--- src/rtl/pipe_ctrl_pkg.sv ---
// Shared definitions for the pipeline hazard/sequencing controller:
// FSM encodings, enable literals and default bus widths.
package pipe_ctrl_pkg;

   localparam int REG_ADDR_W_DEF = 5;
   localparam int ADDR_W_DEF     = 32;
   localparam int CNT_W_DEF      = 32;

   localparam logic EN  = 1'b1;
   localparam logic DIS = 1'b0;

   typedef enum logic {
      ST_RUN      = 1'b0,
      ST_DIV_WAIT = 1'b1
   } state_t;

endpackage

--- src/rtl/pipe_ctrl_if.sv ---
// Core-to-controller bundle: hazard sources from ID/EX/MEM and the
// divider in, stall/flush/redirect/divider controls and counters out.
interface pipe_ctrl_if #(
   parameter int REG_ADDR_W = pipe_ctrl_pkg::REG_ADDR_W_DEF,
   parameter int ADDR_W     = pipe_ctrl_pkg::ADDR_W_DEF,
   parameter int CNT_W      = pipe_ctrl_pkg::CNT_W_DEF
);
   logic [REG_ADDR_W-1:0] id_rs1_addr_i;
   logic                  id_rs1_use_i;
   logic [REG_ADDR_W-1:0] id_rs2_addr_i;
   logic                  id_rs2_use_i;
   logic                  id_div_i;
   logic                  ex_load_i;
   logic [REG_ADDR_W-1:0] ex_rd_addr_i;
   logic                  ex_jump_i;
   logic [ADDR_W-1:0]     ex_jump_addr_i;
   logic                  mem_wait_i;
   logic                  div_done_i;

   logic                  stall_pc_o;
   logic                  stall_if_id_o;
   logic                  stall_id_ex_o;
   logic                  stall_ex_mem_o;
   logic                  flush_if_id_o;
   logic                  flush_id_ex_o;
   logic                  pc_load_o;
   logic [ADDR_W-1:0]     pc_load_addr_o;
   logic                  div_start_o;
   logic                  div_abort_o;
   logic                  div_busy_o;
   logic [CNT_W-1:0]      stall_cnt_o;
   logic [CNT_W-1:0]      flush_cnt_o;

   modport slave (
      input  id_rs1_addr_i, id_rs1_use_i, id_rs2_addr_i, id_rs2_use_i,
             id_div_i, ex_load_i, ex_rd_addr_i, ex_jump_i, ex_jump_addr_i,
             mem_wait_i, div_done_i,
      output stall_pc_o, stall_if_id_o, stall_id_ex_o, stall_ex_mem_o,
             flush_if_id_o, flush_id_ex_o, pc_load_o, pc_load_addr_o,
             div_start_o, div_abort_o, div_busy_o, stall_cnt_o, flush_cnt_o
   );

   modport master (
      output id_rs1_addr_i, id_rs1_use_i, id_rs2_addr_i, id_rs2_use_i,
             id_div_i, ex_load_i, ex_rd_addr_i, ex_jump_i, ex_jump_addr_i,
             mem_wait_i, div_done_i,
      input  stall_pc_o, stall_if_id_o, stall_id_ex_o, stall_ex_mem_o,
             flush_if_id_o, flush_id_ex_o, pc_load_o, pc_load_addr_o,
             div_start_o, div_abort_o, div_busy_o, stall_cnt_o, flush_cnt_o
   );

endinterface

--- src/rtl/pipe_ctrl_hazard.sv ---
// Load-use comparator: the instruction in ID reads a register that the
// load in EX has not produced yet. x0 never creates a hazard.
module pipe_ctrl_hazard
   import pipe_ctrl_pkg::*;
#(
   parameter int REG_ADDR_W = REG_ADDR_W_DEF
) (
   input  logic                  i_ex_load,
   input  logic [REG_ADDR_W-1:0] i_ex_rd_addr,
   input  logic [REG_ADDR_W-1:0] i_rs1_addr,
   input  logic                  i_rs1_use,
   input  logic [REG_ADDR_W-1:0] i_rs2_addr,
   input  logic                  i_rs2_use,
   output logic                  o_load_use
);

   logic w_rs1_hit;
   logic w_rs2_hit;
   logic w_rd_valid;

   // Source-operand match against the pending load destination
   always_comb begin
      w_rs1_hit  = i_rs1_use & (i_rs1_addr == i_ex_rd_addr);
      w_rs2_hit  = i_rs2_use & (i_rs2_addr == i_ex_rd_addr);
      w_rd_valid = (i_ex_rd_addr != {REG_ADDR_W{1'b0}});
      o_load_use = i_ex_load & w_rd_valid & (w_rs1_hit | w_rs2_hit);
   end

endmodule

--- src/rtl/pipe_ctrl.sv ---
// Pipeline hazard and sequencing controller: prioritised stall/flush and
// PC redirect, divider start/abort scheduling, and stall/flush counters.
module pipe_ctrl
   import pipe_ctrl_pkg::*;
#(
   parameter int REG_ADDR_W = REG_ADDR_W_DEF,
   parameter int ADDR_W     = ADDR_W_DEF,
   parameter int CNT_W      = CNT_W_DEF
) (
   input  logic      clk,
   input  logic      rst,
   pipe_ctrl_if.slave bus
);

   localparam logic [CNT_W-1:0] CNT_ONE = {{(CNT_W-1){1'b0}}, 1'b1};

   state_t            r_state;
   state_t            w_state_nxt;
   logic              w_load_use;
   logic              w_stall_pc;
   logic              w_stall_if_id;
   logic              w_stall_id_ex;
   logic              w_stall_ex_mem;
   logic              w_flush_if_id;
   logic              w_flush_id_ex;
   logic              w_pc_load;
   logic [ADDR_W-1:0] w_pc_load_addr;
   logic              w_div_start;
   logic              w_div_abort;
   logic              w_div_busy;
   logic [CNT_W-1:0]  r_stall_cnt;
   logic [CNT_W-1:0]  r_flush_cnt;

   pipe_ctrl_hazard #(
      .REG_ADDR_W (REG_ADDR_W)
   ) u_hazard (
      .i_ex_load    (bus.ex_load_i),
      .i_ex_rd_addr (bus.ex_rd_addr_i),
      .i_rs1_addr   (bus.id_rs1_addr_i),
      .i_rs1_use    (bus.id_rs1_use_i),
      .i_rs2_addr   (bus.id_rs2_addr_i),
      .i_rs2_use    (bus.id_rs2_use_i),
      .o_load_use   (w_load_use)
   );

   // Priority mux and next state; reset forces every control low at once
   always_comb begin
      w_state_nxt    = r_state;
      w_stall_pc     = DIS;
      w_stall_if_id  = DIS;
      w_stall_id_ex  = DIS;
      w_stall_ex_mem = DIS;
      w_flush_if_id  = DIS;
      w_flush_id_ex  = DIS;
      w_pc_load      = DIS;
      w_pc_load_addr = {ADDR_W{1'b0}};
      w_div_start    = DIS;
      w_div_abort    = DIS;
      w_div_busy     = DIS;

      if (rst) begin
         w_state_nxt = ST_RUN;
      end else if (bus.mem_wait_i) begin
         // EX is frozen, so a pending jump is re-presented once MEM releases
         w_stall_pc     = EN;
         w_stall_if_id  = EN;
         w_stall_id_ex  = EN;
         w_stall_ex_mem = EN;
      end else if (bus.ex_jump_i) begin
         w_pc_load      = EN;
         w_pc_load_addr = bus.ex_jump_addr_i;
         w_flush_if_id  = EN;
         w_flush_id_ex  = EN;
         w_div_abort    = (r_state == ST_DIV_WAIT);
         w_state_nxt    = ST_RUN;
      end else if (r_state == ST_DIV_WAIT) begin
         if (bus.div_done_i) begin
            w_state_nxt = ST_RUN;
         end else begin
            w_stall_pc    = EN;
            w_stall_if_id = EN;
            w_stall_id_ex = EN;
         end
      end else if (w_load_use) begin
         // One bubble suffices: the load reaches MEM and forwarding covers it
         w_stall_pc    = EN;
         w_stall_if_id = EN;
         w_flush_id_ex = EN;
      end else if (bus.id_div_i) begin
         w_div_start = EN;
         w_state_nxt = ST_DIV_WAIT;
      end else begin
         w_state_nxt = r_state;
      end

      if (!rst && (r_state == ST_DIV_WAIT)) begin
         w_div_busy = EN;
      end else begin
         w_div_busy = DIS;
      end
   end

   // FSM state register
   always_ff @(posedge clk or posedge rst) begin
      if (rst) begin
         r_state <= ST_RUN;
      end else begin
         r_state <= w_state_nxt;
      end
   end

   // Performance counters, free-running with natural wrap
   always_ff @(posedge clk or posedge rst) begin
      if (rst) begin
         r_stall_cnt <= {CNT_W{1'b0}};
         r_flush_cnt <= {CNT_W{1'b0}};
      end else begin
         if (w_stall_pc) begin
            r_stall_cnt <= r_stall_cnt + CNT_ONE;
         end
         if (w_pc_load) begin
            r_flush_cnt <= r_flush_cnt + CNT_ONE;
         end
      end
   end

   assign bus.stall_pc_o     = w_stall_pc;
   assign bus.stall_if_id_o  = w_stall_if_id;
   assign bus.stall_id_ex_o  = w_stall_id_ex;
   assign bus.stall_ex_mem_o = w_stall_ex_mem;
   assign bus.flush_if_id_o  = w_flush_if_id;
   assign bus.flush_id_ex_o  = w_flush_id_ex;
   assign bus.pc_load_o      = w_pc_load;
   assign bus.pc_load_addr_o = w_pc_load_addr;
   assign bus.div_start_o    = w_div_start;
   assign bus.div_abort_o    = w_div_abort;
   assign bus.div_busy_o     = w_div_busy;
   assign bus.stall_cnt_o    = r_stall_cnt;
   assign bus.flush_cnt_o    = r_flush_cnt;

endmodule

--- src/flat_wrapper.sv ---
// flat-port wrapper written by rule: the top's interface ports become plain ports
module pipe_ctrl_flat import pipe_ctrl_pkg::*;
#(
   parameter int REG_ADDR_W = REG_ADDR_W_DEF,
   parameter int ADDR_W     = ADDR_W_DEF,
   parameter int CNT_W      = CNT_W_DEF
)
  (clk, rst, bus_id_rs1_addr_i, bus_id_rs1_use_i, bus_id_rs2_addr_i, bus_id_rs2_use_i, bus_id_div_i, bus_ex_load_i, bus_ex_rd_addr_i, bus_ex_jump_i, bus_ex_jump_addr_i, bus_mem_wait_i, bus_div_done_i, bus_stall_pc_o, bus_stall_if_id_o, bus_stall_id_ex_o, bus_stall_ex_mem_o, bus_flush_if_id_o, bus_flush_id_ex_o, bus_pc_load_o, bus_pc_load_addr_o, bus_div_start_o, bus_div_abort_o, bus_div_busy_o, bus_stall_cnt_o, bus_flush_cnt_o);
  pipe_ctrl_if #(.REG_ADDR_W(REG_ADDR_W), .ADDR_W(ADDR_W), .CNT_W(CNT_W)) bus_i ();
  input  logic clk;
  input  logic rst;
  input wire logic [$bits(bus_i.id_rs1_addr_i)-1:0] bus_id_rs1_addr_i;
  input wire logic [$bits(bus_i.id_rs1_use_i)-1:0] bus_id_rs1_use_i;
  input wire logic [$bits(bus_i.id_rs2_addr_i)-1:0] bus_id_rs2_addr_i;
  input wire logic [$bits(bus_i.id_rs2_use_i)-1:0] bus_id_rs2_use_i;
  input wire logic [$bits(bus_i.id_div_i)-1:0] bus_id_div_i;
  input wire logic [$bits(bus_i.ex_load_i)-1:0] bus_ex_load_i;
  input wire logic [$bits(bus_i.ex_rd_addr_i)-1:0] bus_ex_rd_addr_i;
  input wire logic [$bits(bus_i.ex_jump_i)-1:0] bus_ex_jump_i;
  input wire logic [$bits(bus_i.ex_jump_addr_i)-1:0] bus_ex_jump_addr_i;
  input wire logic [$bits(bus_i.mem_wait_i)-1:0] bus_mem_wait_i;
  input wire logic [$bits(bus_i.div_done_i)-1:0] bus_div_done_i;
  output wire logic [$bits(bus_i.stall_pc_o)-1:0] bus_stall_pc_o;
  output wire logic [$bits(bus_i.stall_if_id_o)-1:0] bus_stall_if_id_o;
  output wire logic [$bits(bus_i.stall_id_ex_o)-1:0] bus_stall_id_ex_o;
  output wire logic [$bits(bus_i.stall_ex_mem_o)-1:0] bus_stall_ex_mem_o;
  output wire logic [$bits(bus_i.flush_if_id_o)-1:0] bus_flush_if_id_o;
  output wire logic [$bits(bus_i.flush_id_ex_o)-1:0] bus_flush_id_ex_o;
  output wire logic [$bits(bus_i.pc_load_o)-1:0] bus_pc_load_o;
  output wire logic [$bits(bus_i.pc_load_addr_o)-1:0] bus_pc_load_addr_o;
  output wire logic [$bits(bus_i.div_start_o)-1:0] bus_div_start_o;
  output wire logic [$bits(bus_i.div_abort_o)-1:0] bus_div_abort_o;
  output wire logic [$bits(bus_i.div_busy_o)-1:0] bus_div_busy_o;
  output wire logic [$bits(bus_i.stall_cnt_o)-1:0] bus_stall_cnt_o;
  output wire logic [$bits(bus_i.flush_cnt_o)-1:0] bus_flush_cnt_o;
  assign bus_i.id_rs1_addr_i = bus_id_rs1_addr_i;
  assign bus_i.id_rs1_use_i = bus_id_rs1_use_i;
  assign bus_i.id_rs2_addr_i = bus_id_rs2_addr_i;
  assign bus_i.id_rs2_use_i = bus_id_rs2_use_i;
  assign bus_i.id_div_i = bus_id_div_i;
  assign bus_i.ex_load_i = bus_ex_load_i;
  assign bus_i.ex_rd_addr_i = bus_ex_rd_addr_i;
  assign bus_i.ex_jump_i = bus_ex_jump_i;
  assign bus_i.ex_jump_addr_i = bus_ex_jump_addr_i;
  assign bus_i.mem_wait_i = bus_mem_wait_i;
  assign bus_i.div_done_i = bus_div_done_i;
  assign bus_stall_pc_o = bus_i.stall_pc_o;
  assign bus_stall_if_id_o = bus_i.stall_if_id_o;
  assign bus_stall_id_ex_o = bus_i.stall_id_ex_o;
  assign bus_stall_ex_mem_o = bus_i.stall_ex_mem_o;
  assign bus_flush_if_id_o = bus_i.flush_if_id_o;
  assign bus_flush_id_ex_o = bus_i.flush_id_ex_o;
  assign bus_pc_load_o = bus_i.pc_load_o;
  assign bus_pc_load_addr_o = bus_i.pc_load_addr_o;
  assign bus_div_start_o = bus_i.div_start_o;
  assign bus_div_abort_o = bus_i.div_abort_o;
  assign bus_div_busy_o = bus_i.div_busy_o;
  assign bus_stall_cnt_o = bus_i.stall_cnt_o;
  assign bus_flush_cnt_o = bus_i.flush_cnt_o;
  pipe_ctrl #(.REG_ADDR_W(REG_ADDR_W), .ADDR_W(ADDR_W), .CNT_W(CNT_W)) u_core (.clk(clk), .rst(rst), .bus(bus_i));
endmodule
--- config.mk ---
export PLATFORM = sky130hd
export DESIGN_NAME = pipe_ctrl_flat
export DESIGN_NICKNAME = d
export VERILOG_FILES = /design/src/rtl/pipe_ctrl_pkg.sv /design/src/rtl/pipe_ctrl_if.sv /design/src/rtl/pipe_ctrl_hazard.sv /design/src/rtl/pipe_ctrl.sv /design/src/flat_wrapper.sv
export SDC_FILE = /design/constraint.sdc
export NUM_CORES = 1
export LEC_CHECK = 0
export CAP_MARGIN = 30
export CORE_ASPECT_RATIO = 1.1
export CORE_MARGIN = 3
export CORE_UTILIZATION = 45
export CTS_CLUSTER_SIZE = 16
export DETAILED_ROUTE_END_ITERATION = 10
export PLACE_DENSITY = 0.86
export SLEW_MARGIN = 20
export SYNTH_ARGS = -nofsm -noshare
export SYNTH_HDL_FRONTEND = slang
export SYNTH_SLANG_ARGS = --single-unit
--- constraint.sdc ---
create_clock -name clk -period 3 [get_ports clk]
set_input_delay 0.45 -clock clk [delete_from_list [all_inputs] [get_ports clk]]
set_output_delay 0.45 -clock clk [all_outputs]
set_load 0.02 [all_outputs]
# Word level (Yosys, flattened, before mapping)
# Cells that the tools add are included.
# classes
n_addsub	2
eq_ne	3
mux	36
n_bitwise	5
n_reduce_logical	3
# op_table
cell	count
2-to-1 mux 32 bit	3
adder 32 x 1 -> 32 bit (second input constant)	2
2-to-1 mux 1 bit	33
== test 5 bit	2
nonzero test 5 bit	1
bitwise AND 1 bit	4
inequality test 2 bit (second input constant)	1
logical AND 1 bit	1
logical NOT 1 bit	1
OR 1 bit	1
# totals
reg_bits	65
input_bits	56
output_inout_bits	106
wordCells	52

# Depth between registers and ports, before layout
# Gate-level depths: netlist of run 1.
# depth
word_depth	9
ltp_mapped	8
mapped_depth_nobuf	7

# Cells and area by module
# From an unflattened synthesis of run 1, not the netlist that was laid out.
# unflattened
cells_unflattened	337
area_unflattened_um2	3450.8
# by_module_without_submodules
mod	n_inst	cells_per_inst	area_per_inst_um2
pipe_ctrl	1	320	3316.9
pipe_ctrl_hazard	1	17	133.9

# Worst setup path after synthesis of run 1
# No wires, ideal clock.
# synth_path
path_kind	in2out
start	in bus_ex_rd_addr_i[1]
end	out bus_stall_pc_o
t_arrival_ns	1.741
required_time_ns	2.550
slack_ns	0.809
path_stages	7
path_cell_list	or4_4 o21ai_2 nor4_1 a21oi_2 inv_2 buf_6 buf_4
# synth_via
elab_chain_len	9
word_cells_on_any_way	13
classes_between	eq/ne: 2; mux: 5; bitwise: 5; reduce/logical: 1
# synth_rtl
element	line_no	source
start: declaration	flat_wrapper.sv:18	input wire logic [$bits(bus_i.ex_rd_addr_i)-1:0] bus_ex_rd_addr_i;
== test 5 bit, on equally long branches	pipe_ctrl_hazard.sv:23, pipe_ctrl_hazard.sv:24	
bitwise AND 1 bit, on equally long branches	pipe_ctrl_hazard.sv:23, pipe_ctrl_hazard.sv:24	
OR 1 bit	pipe_ctrl_hazard.sv:26	o_load_use = i_ex_load & w_rd_valid & (w_rs1_hit | w_rs2_hit);
bitwise AND 1 bit (*)	pipe_ctrl_hazard.sv:26	
2-to-1 mux 1 bit (*) (5 in series)	n/a	
end: declaration	flat_wrapper.sv:23	output wire logic [$bits(bus_i.stall_pc_o)-1:0] bus_stall_pc_o;
# Every way passes the cells marked *; elsewhere a longest branch is shown, timed or not.

# Final worst setup path of run 1
# layout_path
start	in bus_ex_rd_addr_i[1]
end	out bus_div_start_o
# layout_via
elab_chain_len	9
word_cells_on_any_way	13
classes_between	eq/ne: 2; mux: 5; bitwise: 5; reduce/logical: 1
# layout_rtl
element	line_no	source
== test 5 bit, on equally long branches	pipe_ctrl_hazard.sv:23, pipe_ctrl_hazard.sv:24	
bitwise AND 1 bit, on equally long branches	pipe_ctrl_hazard.sv:23, pipe_ctrl_hazard.sv:24	
OR 1 bit	pipe_ctrl_hazard.sv:26	
bitwise AND 1 bit (*)	pipe_ctrl_hazard.sv:26	
2-to-1 mux 1 bit (*)	pipe_ctrl.sv:84	end else if (w_load_use) begin
2-to-1 mux 1 bit (*)	pipe_ctrl.sv:76	end else if (r_state == ST_DIV_WAIT) begin
2-to-1 mux 1 bit (*)	pipe_ctrl.sv:69	end else if (bus.ex_jump_i) begin
2-to-1 mux 1 bit (*)	pipe_ctrl.sv:63	end else if (bus.mem_wait_i) begin
2-to-1 mux 1 bit (*)	pipe_ctrl.sv:61	if (rst) begin
end: declaration	flat_wrapper.sv:31	output wire logic [$bits(bus_i.div_start_o)-1:0] bus_div_start_o;
# Marked as above.

==> impl_metrics.json, run 1 <==
{
  "status": "finished, final reports clean",
  "overflow": 0,
  "required_ns": 2.55,
  "fin_hold_ws_ns": 0.4754,
  "cts_setup_buffers": 0,
  "synth_cells": 325,
  "cts_sinks": 65,
  "mostFrequentLayoutCells": "clkdlybuf4s50_1, dfrtp_1, xnor2_1",
  "antenna_found_initial": 0,
  "hp-class": "reg -> reg",
  "grt_start_max_net_pins": 42,
  "dpl.hpwl_mm": 7.796,
  "skew_ns": 0.003985,
  "die_h_um": 97.50,
  "synth_compound_area_share_pct": 2.156,
  "rsz0062_at_grt": "no",
  "rr_endpoint": "u_core.bus.flush_cnt_o[28]",
  "hold_depth": 1,
  "ys_ff_latch": 65,
  "synth_top_family_by_area": "simple AND/OR/NAND/NOR gates",
  "drt-vias-per-instance": 5.387,
  "rr_worst_depth": 6,
  "timing.final.crit_share_pct": 92.26,
  "fin_cells": 591,
  "synth_edf_count": 0,
  "r2r_slack_ns": 1.02,
  "grt_pass1_vias": 3246,
  "synth-adder-area-share_pct": 0.7307,
  "ctsHoldBuffers": 0,
  "netlist_area_um2": 3425,
  "use_met2_pct": 36.53,
  "synth-simple-area-share_pct": 28.64,
  "fin_crit_ns": 2.768,
  "tightest_slew_ns": 0.5205,
  "final_area_um2": 5409,
  "path_max_fanout": 3,
  "clk_latency_ns": 0.34,
  "synth_fp_nets": 383,
  "grtUsageMet3_pct": 5.852,
  "p_leak_nw": 2.458,
  "maxCapViolCount": 0,
  "synthMuxAreaShare_pct": 0.3288,
  "yosys_warnings": 0,
  "ys_seq_area_share_pct": 47.50,
  "r2r_start": "u_core.bus.flush_cnt_o[7]",
  "max_freq_mhz": 361.3,
  "routed_wl_mm": 9.740,
  "portBuffers": 161,
  "max_slew_margin_pct": 65.25,
  "drive_above_1_share_pct": 11.07,
  "placed_cell_area_um2": 5210,
  "final_antenna_net_count": 0,
  "boundaryPins": 162,
  "layout_commonest_cell": "clkdlybuf4s50_1",
  "clk_pin_slew_worst_paths_ns": 0.07,
  "ir_drop_mv": 0.2707,
  "min_from": "u_core.bus.flush_cnt_o[31]",
  "powerDensity_nw_per_um2": 434.3,
  "row_count": 32,
  "crit_arrival_ns": 2.32,
  "fp.dieW_um": 89.18,
  "routed-via-count": 3184,
  "postSynth.asyncResetShare_pct": 100.0,
  "gr-usage-all-layers_pct": 23.03,
  "globalplace.congestion": 0.8515,
  "die_area_um2": 8694,
  "cts_tree": "yes",
  "diodes": 0,
  "ys.flop_type": "dfrtp_1",
  "first_pass_iters": 5,
  "drt_drc_violations_left": 0,
  "synth_xor_area_share_pct": 18.41,
  "drt_iter0_drc": 121,
  "busiest_layer": "met2",
  "fill_cells": 487,
  "grtUsageMet1_pct": 28.75,
  "grt_pass1_wl_mm": 15.62,
  "maxSlewViolCount": 0,
  "synth_area_per_cell_um2": 10.54,
  "worstSetupEndpointType": "primary output",
  "synth_cell_type_count": 42,
  "clockBufferDepth": 2,
  "post_drt_wl_per_cell_um": 16.48,
  "syn_to_final_growth_pct": 57.95,
  "nets": 559,
  "core_area_um2": 7207,
  "total_power_mw": 2.349,
  "cts_made_buffers": 9,
  "setup.worst_path.class": "in -> out",
  "cts-root-buf": "clkbuf_8",
  "tns_ns": 0,
  "hold_end": "u_core.bus.flush_cnt_o[31]",
  "finalHoldViolations": 0,
  "cp-start-kind": "primary input",
  "start_util_pct": 47.52,
  "setup_viol": 0,
  "htreeDepth": 3,
  "dp_cells": 575
}
where the power goes:
group          internal [mW]  switching, mW
logic                  0.301          0.277
registers              0.945          0.108
clock network          0.379          0.338
total                   1.63          0.723
metrics by stage:
stage,setup slack (ns),util (%)
floorplan,0.8090,-
global placement,0.0006057,72.29
detailed placement,-0.04984,72.29
CTS,0.01371,74.95
global route,0.1105,75.05
finish,0.2323,75.05
flip-flops by register name, indices dropped and copies added, names as in the netlist:
name and flops:
u_core.bus.stall_cnt_o 32, u_core.bus.flush_cnt_o 32, u_core.r_state 1
worst max path at each step:
stage                            endpoint  slack (ns)                 from  cells after the start
final                     bus_div_start_o        0.23  bus_ex_rd_addr_i[1]                      6
after detailed placement  bus_div_start_o       -0.05  bus_ex_rd_addr_i[1]                      6
after CTS                  bus_stall_pc_o        0.01  bus_ex_rd_addr_i[1]                      7
after global placement    bus_div_start_o      0.0006  bus_ex_rd_addr_i[1]                      6
after global routing      bus_div_start_o        0.11  bus_ex_rd_addr_i[1]                      6
after floorplan            bus_stall_pc_o        0.81  bus_ex_rd_addr_i[1]                      7
critical path, cell delays in order:
cell and delay (ns):
clkdlybuf4s50_1 0.45, or4_4 0.57, o21ai_2 0.16, nand2b_1 0.14, and4_1 0.21, dlygate4sd2_1 0.35
what timing repair did:
| item | in CTS | in global routing |
|---|---|---|
| resized for setup | 2 | 3 |
| endpoints found under the setup margin | 2 | 3 |
| gates cloned | 0 | 0 |
| pin swaps | 0 | 0 |
layer usage:
metal | routed length (um) | vias up
li1 | - | 1492
met1 | 3982 | 1509
met2 | 4544 | 156
met3 | 877 | 27
met4 | 336 | 0
met5 | 0 | -
layout make-up:
cell class,instances,area (um^2),area share (%)
repair buffers,177,1750,32.36
inverters,3,11.26,0.2082
flip-flops and latches,65,1627,30.07
clock inverters,6,58.81,1.087
well taps,85,106.4,1.966
multi-input cells,245,1728,31.95
clock buffers,10,127.6,2.359
Yosys cell counts, types with 2 or more instances:
| cell type | number | area share [%] |
|---|---|---|
| nor4_1 | 3 | 0.55 |
| xnor2_1 | 49 | 13 |
| xor2_1 | 23 | 5.9 |
| ha_1 | 2 | 0.73 |
| nor3b_1 | 2 | 0.44 |
| nand2_1 | 26 | 2.8 |
| nand3_1 | 16 | 2.3 |
| and2_1 | 3 | 0.55 |
| nor2_1 | 13 | 1.4 |
| nor3_2 | 2 | 0.58 |
| nand2b_1 | 3 | 0.55 |
| nand3_2 | 4 | 1.2 |
| clkbuf_1 | 7 | 0.77 |
| nor3_1 | 11 | 1.6 |
| and3_1 | 40 | 7.3 |
| nand4_1 | 14 | 2.6 |
| inv_1 | 2 | 0.22 |
| buf_4 | 3 | 0.66 |
| nor2b_1 | 3 | 0.55 |
| dfrtp_1 | 65 | 47 |
| nand4_2 | 4 | 1.5 |
| nor2_4 | 2 | 0.66 |
| and4_1 | 9 | 2.3 |
cell families after synthesis:
| group | count (synthesis) |
|---|---|
| xor gates and xnor gates | 72 |
| adders and majority gates | 2 |
| AOI/OAI and AO/OA | 9 |
| muxes | 1 |
| buffers and inverters | 15 |
| and+or+nand+nor | 161 |
| DFF | 65 |
(Power assumes the default switching activity.)
==> run 2, diff against run 1 <==
--- a/config.mk
+++ b/config.mk
@@ -16,3 +16,4 @@
 export SYNTH_ARGS = -nofsm -noshare
 export SYNTH_HDL_FRONTEND = slang
 export SYNTH_SLANG_ARGS = --single-unit
+export TNS_END_PERCENT = 100
==> results of run 2 <==
The final DEF is identical to that of run 1; final timing and power are the same.
==> run 3, diff against run 2 <==
--- a/config.mk
+++ b/config.mk
@@ -11,7 +11,8 @@
 export CORE_UTILIZATION = 45
 export CTS_CLUSTER_SIZE = 16
 export DETAILED_ROUTE_END_ITERATION = 10
-export PLACE_DENSITY = 0.86
+export PLACE_DENSITY_LB_ADDON = 0.25
+export REMOVE_ABC_BUFFERS = 1
 export SLEW_MARGIN = 20
 export SYNTH_ARGS = -nofsm -noshare
 export SYNTH_HDL_FRONTEND = slang
==> impl_metrics.json, run 3 (synthesis gave the netlist of run 1 again) <==
{
  "cpMostUsedCell": "clkdlybuf4s50_1",
  "crit_arrival_ns": 2.28,
  "cts-root-buf": "clkbuf_8",
  "switchingPower_mw": 0.6949,
  "globalplace.congestion": 0.7947,
  "routed-via-count": 3084,
  "powerDensity_nw_per_um2": 420.2,
  "start_util_pct": 47.52,
  "gr-usage-all-layers_pct": 22.65,
  "seqPwrFrac_pct": 46.8,
  "final_antenna_net_count": 0,
  "tns_ns": 0,
  "critPathMaxStageDelay_ns": 0.63,
  "skew_ns": 0.01212,
  "ctsHoldBuffers": 0,
  "boundaryPins": 162,
  "drt-vias-per-instance": 5.290,
  "cts_sinks": 65,
  "switching_share_pct": 30.96,
  "fin_crit_ns": 2.727,
  "clk_latency_ns": 0.34,
  "cts_made_buffers": 9,
  "post_cts_resized": 0,
  "die_h_um": 97.50,
  "dpl.hpwl_mm": 7.391,
  "hp-class": "reg -> reg",
  "worstSetupEndpointType": "primary output",
  "fill_cells": 521,
  "drt_drc_violations_left": 0,
  "post_drt_wl_per_cell_um": 16.11,
  "cts_tree": "yes",
  "nets": 554,
  "status": "finished, final reports clean",
  "clockBufferDepth": 2,
  "required_ns": 2.55,
  "max_freq_mhz": 366.7,
  "overflow": 0,
  "drive_above_1_share_pct": 9.639,
  "first_pass_iters": 4,
  "maxSlewViolCount": 0,
  "grt_pass1_wl_mm": 15.53,
  "grt_start_max_net_pins": 44,
  "power_frac_clock_pct": 27.8,
  "mostFrequentLayoutCells": "clkdlybuf4s50_1, dfrtp_1, xnor2_1",
  "maxCapViolCount": 0,
  "syn_to_final_growth_pct": 55.94,
  "path_max_fanout": 35,
  "ir_drop_mv": 0.2119,
  "max_slew_margin_pct": 62.76,
  "clk_pin_slew_worst_paths_ns": 0.06,
  "portBuffers": 161,
  "cp-start-kind": "primary input",
  "die_area_um2": 8694,
  "grt_pass1_vias": 3268,
  "rsz0062_at_grt": "no",
  "path_cells": "clkdlybuf4s50_1, nor2_4, buf_4, and3_1, clkdlybuf4s50_1",
  "setup_viol": 0,
  "total_power_mw": 2.244,
  "routed_wl_mm": 9.393,
  "core_area_um2": 7207,
  "p_leak_nw": 2.423,
  "antenna_found_initial": 0,
  "timing.final.crit_share_pct": 90.91,
  "htreeDepth": 3,
  "drt_iter0_drc": 94,
  "finalHoldViolations": 0,
  "diodes": 0,
  "p_int_mw": 1.549,
  "fp.dieW_um": 89.18,
  "cts_setup_buffers": 0,
  "row_count": 32,
  "tightest_slew_ns": 0.5574,
  "pwr-share-comb_pct": 25.4,
  "slowest_stage": "clkdlybuf4s50_1",
  "layout_commonest_cell": "clkdlybuf4s50_1",
  "setup.worst_path.class": "in -> out"
}
## run 3: stage by stage
step / hold slack [ns] / setup WS (ns) / util (%) / std cells / cell area [um^2]
2_1_floorplan: 0.5777 / 0.7142 / - / 313 / 3359
3_3_place_gp: 0.4577 / 0.01987 / 71.77 / 570 / 5172
3_5_place_dp: 0.4715 / 0.01107 / 71.77 / 570 / 5172
4_1_cts: 0.4798 / 0.0006801 / 73.96 / 583 / 5330
5_1_grt: 0.4957 / 0.1587 / 74.10 / 583 / 5340
6_report: 0.4711 / 0.2727 / 74.10 / 583 / 5340
## run 3: worst max-delay path: cells and delay by family
| family | cells | cell delay (ns) |
|---|---|---|
| buffers and inverters | 3 | 1.46 |
| and+or+nand+nor | 2 | 0.36 |
## run 3: final cells by class
class | instances | area, um^2 | share of cell area (%)
multi-input cells | 245 | 1722 | 32.24
repair buffers | 172 | 1717 | 32.15
flip-flops and latches | 65 | 1627 | 30.46
clock buffers | 10 | 137.6 | 2.577
well taps | 85 | 106.4 | 1.992
clock inverters | 3 | 20.02 | 0.3749
inverters | 3 | 11.26 | 0.2109
## run 3: final timing paths
path                       depth (start not counted)                        from                          to  slack, ns
hold / removal                                     1  u_core.bus.stall_cnt_o[31]  u_core.bus.stall_cnt_o[31]       0.47
hold reg to reg                                    1  u_core.bus.stall_cnt_o[31]  u_core.bus.stall_cnt_o[31]       0.47
setup / recovery                                   5                         rst       bus_pc_load_addr_o[9]       0.27
min in group asynchronous                          2                         rst  u_core.bus.flush_cnt_o[24]       0.68
setup reg to reg                                   6   u_core.bus.flush_cnt_o[7]  u_core.bus.flush_cnt_o[24]       0.98
max in group asynchronous                          3                         rst  u_core.bus.flush_cnt_o[16]       1.73
## run 3: power groups by stage
stage	Sequential, mW	Clock [mW]	Combinational, mW
2_1_floorplan	1.13	0	0.182
5_1_grt	1.06	0.679	0.613
3_5_place_dp	1.07	0	0.575
3_3_place_gp	1.06	0	0.564
6_report	1.05	0.624	0.570
4_1_cts	1.05	0.634	0.578
## run 3: metal layers
layer	part of all wire [%]	global-route usage, %	up-vias
li1	-	-	1476
met1	39	26.31	1473
met2	53	39.25	125
met3	6.7	6.616	10
met4	1.5	6.987	0
met5	0	0	-
